## config.mk

```make
export PLATFORM = sky130hd
export DESIGN_NAME = traffic_light_fsm
export DESIGN_NICKNAME = d
export VERILOG_FILES = /design/src/rtl/tlc_pkg.sv /design/src/rtl/tlc_phase_timer.sv /design/src/rtl/traffic_light_fsm.sv
export SDC_FILE = /design/constraint.sdc
export NUM_CORES = 1
export LEC_CHECK = 0
export CAP_MARGIN = 15
export CORE_MARGIN = 5
export CORE_UTILIZATION = 23
export DETAILED_ROUTE_END_ITERATION = 12
export SLEW_MARGIN = 20
export SYNTH_ARGS = -nofsm -noshare
export SYNTH_HDL_FRONTEND = slang
export SYNTH_HIERARCHICAL = 1
export SYNTH_SLANG_ARGS = --single-unit
```

## constraint.sdc

```tcl
create_clock -name clk -period 4.2 [get_ports clk]
set_clock_uncertainty 0.05 [all_clocks]
set_input_delay 0.84 -clock clk [delete_from_list [all_inputs] [get_ports clk]]
set_output_delay 0.84 -clock clk [all_outputs]
set_load 0.01 [all_outputs]
```

## src/rtl/tlc_pkg.sv

```systemverilog
// Shared definitions for the traffic light controller: phase encoding and
// lamp patterns. Lamp vectors are ordered {R,Y,G} and are one-hot.
package tlc_pkg;

  typedef enum logic [2:0] {
    MAIN_GREEN  = 3'd0,
    MAIN_YELLOW = 3'd1,
    ALL_RED_A   = 3'd2,
    PED_WALK    = 3'd3,
    SIDE_GREEN  = 3'd4,
    SIDE_YELLOW = 3'd5,
    ALL_RED_B   = 3'd6
  } state_t;

  localparam logic [2:0] LAMP_R = 3'b100;
  localparam logic [2:0] LAMP_Y = 3'b010;
  localparam logic [2:0] LAMP_G = 3'b001;

endpackage

```

## src/rtl/tlc_phase_timer.sv

```systemverilog
// Phase timer: up-counter cleared on every phase entry. done flags the
// last cycle of a phase (count == duration-1). The counter saturates so
// an open-ended hold never wraps back into the minimum-time window.
module tlc_phase_timer
  import tlc_pkg::*;
#(
  parameter int TIMER_W = 16
) (
  input  logic               clk,
  input  logic               reset,
  input  logic               clear,
  input  logic [TIMER_W-1:0] duration,
  output logic [TIMER_W-1:0] count,
  output logic               done
);

  logic [TIMER_W-1:0] r_count;

  // Count cycles spent in the current phase; restart at 0 on phase entry.
  always_ff @(posedge clk) begin
    if (reset || clear) begin
      r_count <= '0;
    end else if (r_count != {TIMER_W{1'b1}}) begin
      r_count <= r_count + 1'b1;
    end
  end

  assign count = r_count;
  assign done  = (r_count == (duration - 1'b1));

endmodule

```

## src/rtl/traffic_light_fsm.sv

```systemverilog
// Two-road intersection phase controller with one pedestrian crossing.
// Optional feature macro: TLC_SIDE_SENSOR_EN adds the side_car input and
// makes main green demand-driven (held until a car or pedestrian waits).
module traffic_light_fsm
  import tlc_pkg::*;
#(
  parameter int GREEN_CYCLES      = 20,
  parameter int MIN_GREEN_CYCLES  = 5,
  parameter int SIDE_GREEN_CYCLES = 10,
  parameter int YELLOW_CYCLES     = 3,
  parameter int ALLRED_CYCLES     = 2,
  parameter int WALK_CYCLES       = 8,
  parameter int TIMER_W           = 16
) (
  input  logic       clk,
  input  logic       reset,
  input  logic       ped_clean,
`ifdef TLC_SIDE_SENSOR_EN
  input  logic       side_car,
`endif
  output logic [2:0] main_light,
  output logic [2:0] side_light,
  output logic       walk,
  output logic       req_pending
);

  localparam logic [TIMER_W-1:0] DUR_GREEN  = TIMER_W'(GREEN_CYCLES);
  localparam logic [TIMER_W-1:0] DUR_SIDE   = TIMER_W'(SIDE_GREEN_CYCLES);
  localparam logic [TIMER_W-1:0] DUR_YELLOW = TIMER_W'(YELLOW_CYCLES);
  localparam logic [TIMER_W-1:0] DUR_ALLRED = TIMER_W'(ALLRED_CYCLES);
  localparam logic [TIMER_W-1:0] DUR_WALK   = TIMER_W'(WALK_CYCLES);
  localparam logic [TIMER_W-1:0] MIN_LAST   = TIMER_W'(MIN_GREEN_CYCLES - 1);

  state_t             r_state;
  state_t             w_next_state;
  logic               r_ped_prev;
  logic               r_req_pending;
  logic               w_ped_edge;
  logic               w_enter_walk;
  logic               w_phase_change;
  logic [TIMER_W-1:0] w_duration;
  logic [TIMER_W-1:0] w_count;
  logic               w_done;
  logic               w_min_met;

  assign w_ped_edge     = ped_clean & ~r_ped_prev;
  assign w_phase_change = (w_next_state != r_state);
  assign w_enter_walk   = (w_next_state == PED_WALK) && (r_state != PED_WALK);
  assign w_min_met      = (w_count >= MIN_LAST);

`ifdef TLC_SIDE_SENSOR_EN
  logic r_car_pending;
  logic w_car_demand;
  logic w_enter_side;

  // The raw sensor counts as demand immediately so a car arriving during a
  // long hold ends the green on the very next edge.
  assign w_car_demand = r_car_pending | side_car;
  assign w_enter_side = (w_next_state == SIDE_GREEN) && (r_state != SIDE_GREEN);

  // Remember a waiting side-road vehicle until its green phase starts.
  always_ff @(posedge clk) begin
    if (reset) begin
      r_car_pending <= 1'b0;
    end else if (w_enter_side) begin
      r_car_pending <= 1'b0;
    end else if (side_car) begin
      r_car_pending <= 1'b1;
    end
  end
`endif

  tlc_phase_timer #(
    .TIMER_W (TIMER_W)
  ) u_timer (
    .clk      (clk),
    .reset    (reset),
    .clear    (w_phase_change),
    .duration (w_duration),
    .count    (w_count),
    .done     (w_done)
  );

  // Phase state register.
  always_ff @(posedge clk) begin
    if (reset) begin
      r_state <= MAIN_GREEN;
    end else begin
      r_state <= w_next_state;
    end
  end

  // Latch one request per button rising edge; a request being served
  // (entering or inside the walk phase) swallows any edge.
  always_ff @(posedge clk) begin
    if (reset) begin
      r_ped_prev    <= 1'b0;
      r_req_pending <= 1'b0;
    end else begin
      r_ped_prev <= ped_clean;
      if (w_enter_walk) begin
        r_req_pending <= 1'b0;
      end else if (w_ped_edge && (r_state != PED_WALK)) begin
        r_req_pending <= 1'b1;
      end
    end
  end

  // Select the running phase's duration and decide the next phase.
  always_comb begin
    w_next_state = r_state;
    w_duration   = DUR_GREEN;
    case (r_state)
      MAIN_GREEN: begin
        w_duration = DUR_GREEN;
`ifdef TLC_SIDE_SENSOR_EN
        if ((r_req_pending || w_car_demand) && w_min_met) w_next_state = MAIN_YELLOW;
`else
        if (w_done || (r_req_pending && w_min_met)) w_next_state = MAIN_YELLOW;
`endif
      end
      MAIN_YELLOW: begin
        w_duration = DUR_YELLOW;
        if (w_done) w_next_state = ALL_RED_A;
      end
      ALL_RED_A: begin
        w_duration = DUR_ALLRED;
        if (w_done) w_next_state = r_req_pending ? PED_WALK : SIDE_GREEN;
      end
      PED_WALK: begin
        w_duration = DUR_WALK;
`ifdef TLC_SIDE_SENSOR_EN
        if (w_done) w_next_state = w_car_demand ? SIDE_GREEN : ALL_RED_B;
`else
        if (w_done) w_next_state = SIDE_GREEN;
`endif
      end
      SIDE_GREEN: begin
        w_duration = DUR_SIDE;
        if (w_done) w_next_state = SIDE_YELLOW;
      end
      SIDE_YELLOW: begin
        w_duration = DUR_YELLOW;
        if (w_done) w_next_state = ALL_RED_B;
      end
      ALL_RED_B: begin
        w_duration = DUR_ALLRED;
        if (w_done) w_next_state = MAIN_GREEN;
      end
      default: begin
        w_next_state = MAIN_GREEN;
      end
    endcase
  end

  // Lamps decode directly from the state register, so they switch on the
  // same edge as the state.
  always_comb begin
    main_light = LAMP_R;
    side_light = LAMP_R;
    walk       = 1'b0;
    case (r_state)
      MAIN_GREEN:  main_light = LAMP_G;
      MAIN_YELLOW: main_light = LAMP_Y;
      PED_WALK:    walk       = 1'b1;
      SIDE_GREEN:  side_light = LAMP_G;
      SIDE_YELLOW: side_light = LAMP_Y;
      default:     ;
    endcase
  end

  assign req_pending = r_req_pending;

endmodule
```

==> impl_results.md <==
* Run status: finished, final reports clean
* Die area at 9703 sq um
* Critical path endpoint category: flop
* Fmax at 0.2572 GHz
* Final WL at 3.953 mm
* Maximum fanout along the worst path at 16
* Reg-to-Reg End: u_timer/count[14]
* Startpoint types: flop
* Rows at 32
* Syn Area/Cell at 7.937 sq um
* Drt pass-1 iters at 4
* Gate Count Post-Synth at 227
* GRT Util Overall at 8.322%
* Synth Warn # at 6
* DP HPWL at 3.035 mm
* Synth top area share at 23.33%
* Final ANT Viol Nets at 0
* Least-Margin Pin Slew at 0.9499 ns
* Max-capacitance violation count at 0
* Period utilization at 92.58%
* CTS Buf Count at 3
* Top cells by count, synth: nor2_1 (25), xnor2_1 (24), dfxtp_1 (21), nand2_1 (16), a21oi_1 (14)
* Share of cells above drive strength 1 at 7.895%
* # diodes at 0
* Starting DRT DRC Count at 67
* P per Cell Area at 228.6 nW/um^2
* Vias at 1,630
* Slew headroom at 36.25%
* Crit Path Category: reg -> reg
* WL/cell at 10.74 um
* Clock group share of total power at 27.0%
* Data arrival, critical path at 4.02 ns
* Pin count of the biggest net entering global routing at 17
* Cell depth of the worst flop-to-flop path at 16
* Sw power at 0.1565 mW
* CTS Buffer Depth at 2
* Die height at 98.51 um
* Starting Density at 23.44%
* Number of flops mapped to enable cells by yosys at 0
* Max rail drop VDD at 141.1 uV
* Worst-Skew Late Latency at 0.26 ns
* DRC viols at 0
* Antenna violations before repair at 0
* R2r setup slk at 0.31 ns
* CTS Hold Bufs at 0
* Prevailing post-synth register cell: dfxtp_1
* Setup TNS at 0 ns
* Yosys top cell by area: dfxtp_1
* Final Wtd Congestion at 0.8035
* Clock transition at path regs at 0.08 ns
* Port bufs at 10
* Nets at 272
* Hold path start: r_ped_prev
* P_int at 0.3327 mW
* CTS sink count at 21
* Worst hold endpoint: req_pending
* Flop pwr share at 44.4%
* Clock root cell: clkbuf_8
* H-Tree Depth at 1
* Largest cells by area after synthesis: dfxtp_1 (23%), xnor2_1 (12%), nor2_1 (5.2%)
* Area after DPL at 2088 sq um
* Ys async rst share at 0%
* Number of global-route vias before repair at 1,519
* Min-Delay Path Depth at 2
* Final hold violations at 0
* Leakage power at 0.7477 nW
* Seq/Total Area, Yosys at 23.33%
* Count leader, synth: nor2_1
* RSZ-0062 raised after global routing: no
* Gr ovfl total at 0
* Crit path from: r_state[1]
* Combinational power share at 28.6%
* Design Area, Final at 2140 sq um
* Syn-to-layout area delta at 18.75%
* Seq cells post-synth at 21
* Slew Limit Fails at 0
* Final setup vio count at 0
* Die width at 98.51 um
* DR vias/cell at 4.429
* CTS tree: built
* Core area at 7687 sq um
* Reg-to-reg startpoint: r_state[1]
* Fin crit period at 3.888 ns
* Global-route wire length before repair at 6.934 mm
* Mapped Area at 1802 sq um
* I/O Pins at 11
* Critical path required time at 4.33 ns
* Distinct cells, synth at 55
* Sw Share at 31.99%
* HP Class: reg -> reg
layout by cell type (no fill, tap or decap), types with 3 or more instances in the layout:
master,n
a211oi_1,6
a21oi_1,14
clkbuf_8,3
clkdlybuf4s50_1,10
conb_1,37
dfxtp_1,21
inv_1,11
mux2i_1,3
nand2_1,16
nand3_1,9
nand3b_1,3
nand4_1,5
nor2_1,25
nor3_1,8
nor4_1,8
nor4_4,3
o211ai_1,3
o21ai_0,7
xnor2_1,24
xor2_1,7
layout make-up:
| class | count | area, sq um |
|---|---|---|
| Inverter | 11 | 41.29 |
| Timing Repair Buffer | 12 | 115.1 |
| Multi-Input combinational cell | 218 | 1390 |
| Tap cell | 102 | 127.6 |
| Sequential cell | 21 | 420.4 |
| Clock buffer | 4 | 45.04 |
| Fill cell | 859 | 5548 |
state kept, by name, summed over array words and instances, names as in the netlist:
signal / flops
req_pending: 1
r_state: 3
u_timer/count: 16
r_ped_prev: 1
repair_timing:
item	4_1_cts	5_1_grt
gates resized for setup	0	1
endpoints found under the setup margin	0	2
buffers inserted	0	0
hold endpoints to repair	0	0
power by group through the flow:
| stage | Sequential, mW | Combinational [mW] | Clock (mW) |
|---|---|---|---|
| final | 0.217 | 0.140 | 0.132 |
| after global routing | 0.218 | 0.157 | 0.145 |
| after detailed placement | 0.222 | 0.136 | 0 |
| after global placement | 0.222 | 0.135 | 0 |
| after floorplan | 0.216 | 0.115 | 0 |
| after CTS | 0.217 | 0.136 | 0.137 |
through the flow:
step	worst slack (ns)	utilization (%)	cells	total power, mW	hold WS (ns)
after floorplan	0.4734	-	263	0.3303	0.4344
after global placement	0.2737	27.16	364	0.3565	0.4796
after detailed placement	0.2282	27.16	364	0.3575	0.4913
after CTS	0.2069	27.75	368	0.4902	0.5023
after global routing	0.007082	27.83	368	0.5204	0.5356
final	0.3116	27.83	368	0.4891	0.4988
worst max-delay path by stage:
stage	endpoint	slack, ns	depth (start not counted)
5_1_grt	u_timer/count[15]	0.007	16
2_1_floorplan	u_timer/count[10]	0.47	18
3_5_place_dp	u_timer/count[14]	0.23	16
4_1_cts	u_timer/count[14]	0.21	16
3_3_place_gp	u_timer/count[15]	0.27	16
6_report	u_timer/count[14]	0.31	16
kinds of logic after synthesis:
group,synth area share (%)
simple gates,31.67
compound gates,19.31
xor+xnor,15.07
buf+inv,7.361
flops,23.33
mux,1.667
fa+ha+maj,1.389
other cells,0.2081
worst max-delay path: stages, from the launching register on:
cell	delay, ns
dfxtp_1	0.42
or2_4	0.31
nor2_2	0.14
a21oi_1	0.12
inv_1	0.10
ha_1	0.24
nor3b_4	0.39
nand3_1	0.11
and4b_1	0.23
o32ai_1	0.34
nor4_2	0.08
nor4_1	0.27
nand4_1	0.13
o211ai_1	0.13
nand3b_1	0.09
or2_2	0.44
a211oi_1	0.21
metal layers:
metal / track usage [%] / share of wire [%]
met1: 11.49 / 51
met2: 13.68 / 46
met3: 0.8493 / 1.7
met4: 2.521 / 1.2
met5: 0 / 0
(Power assumes the default switching activity.)
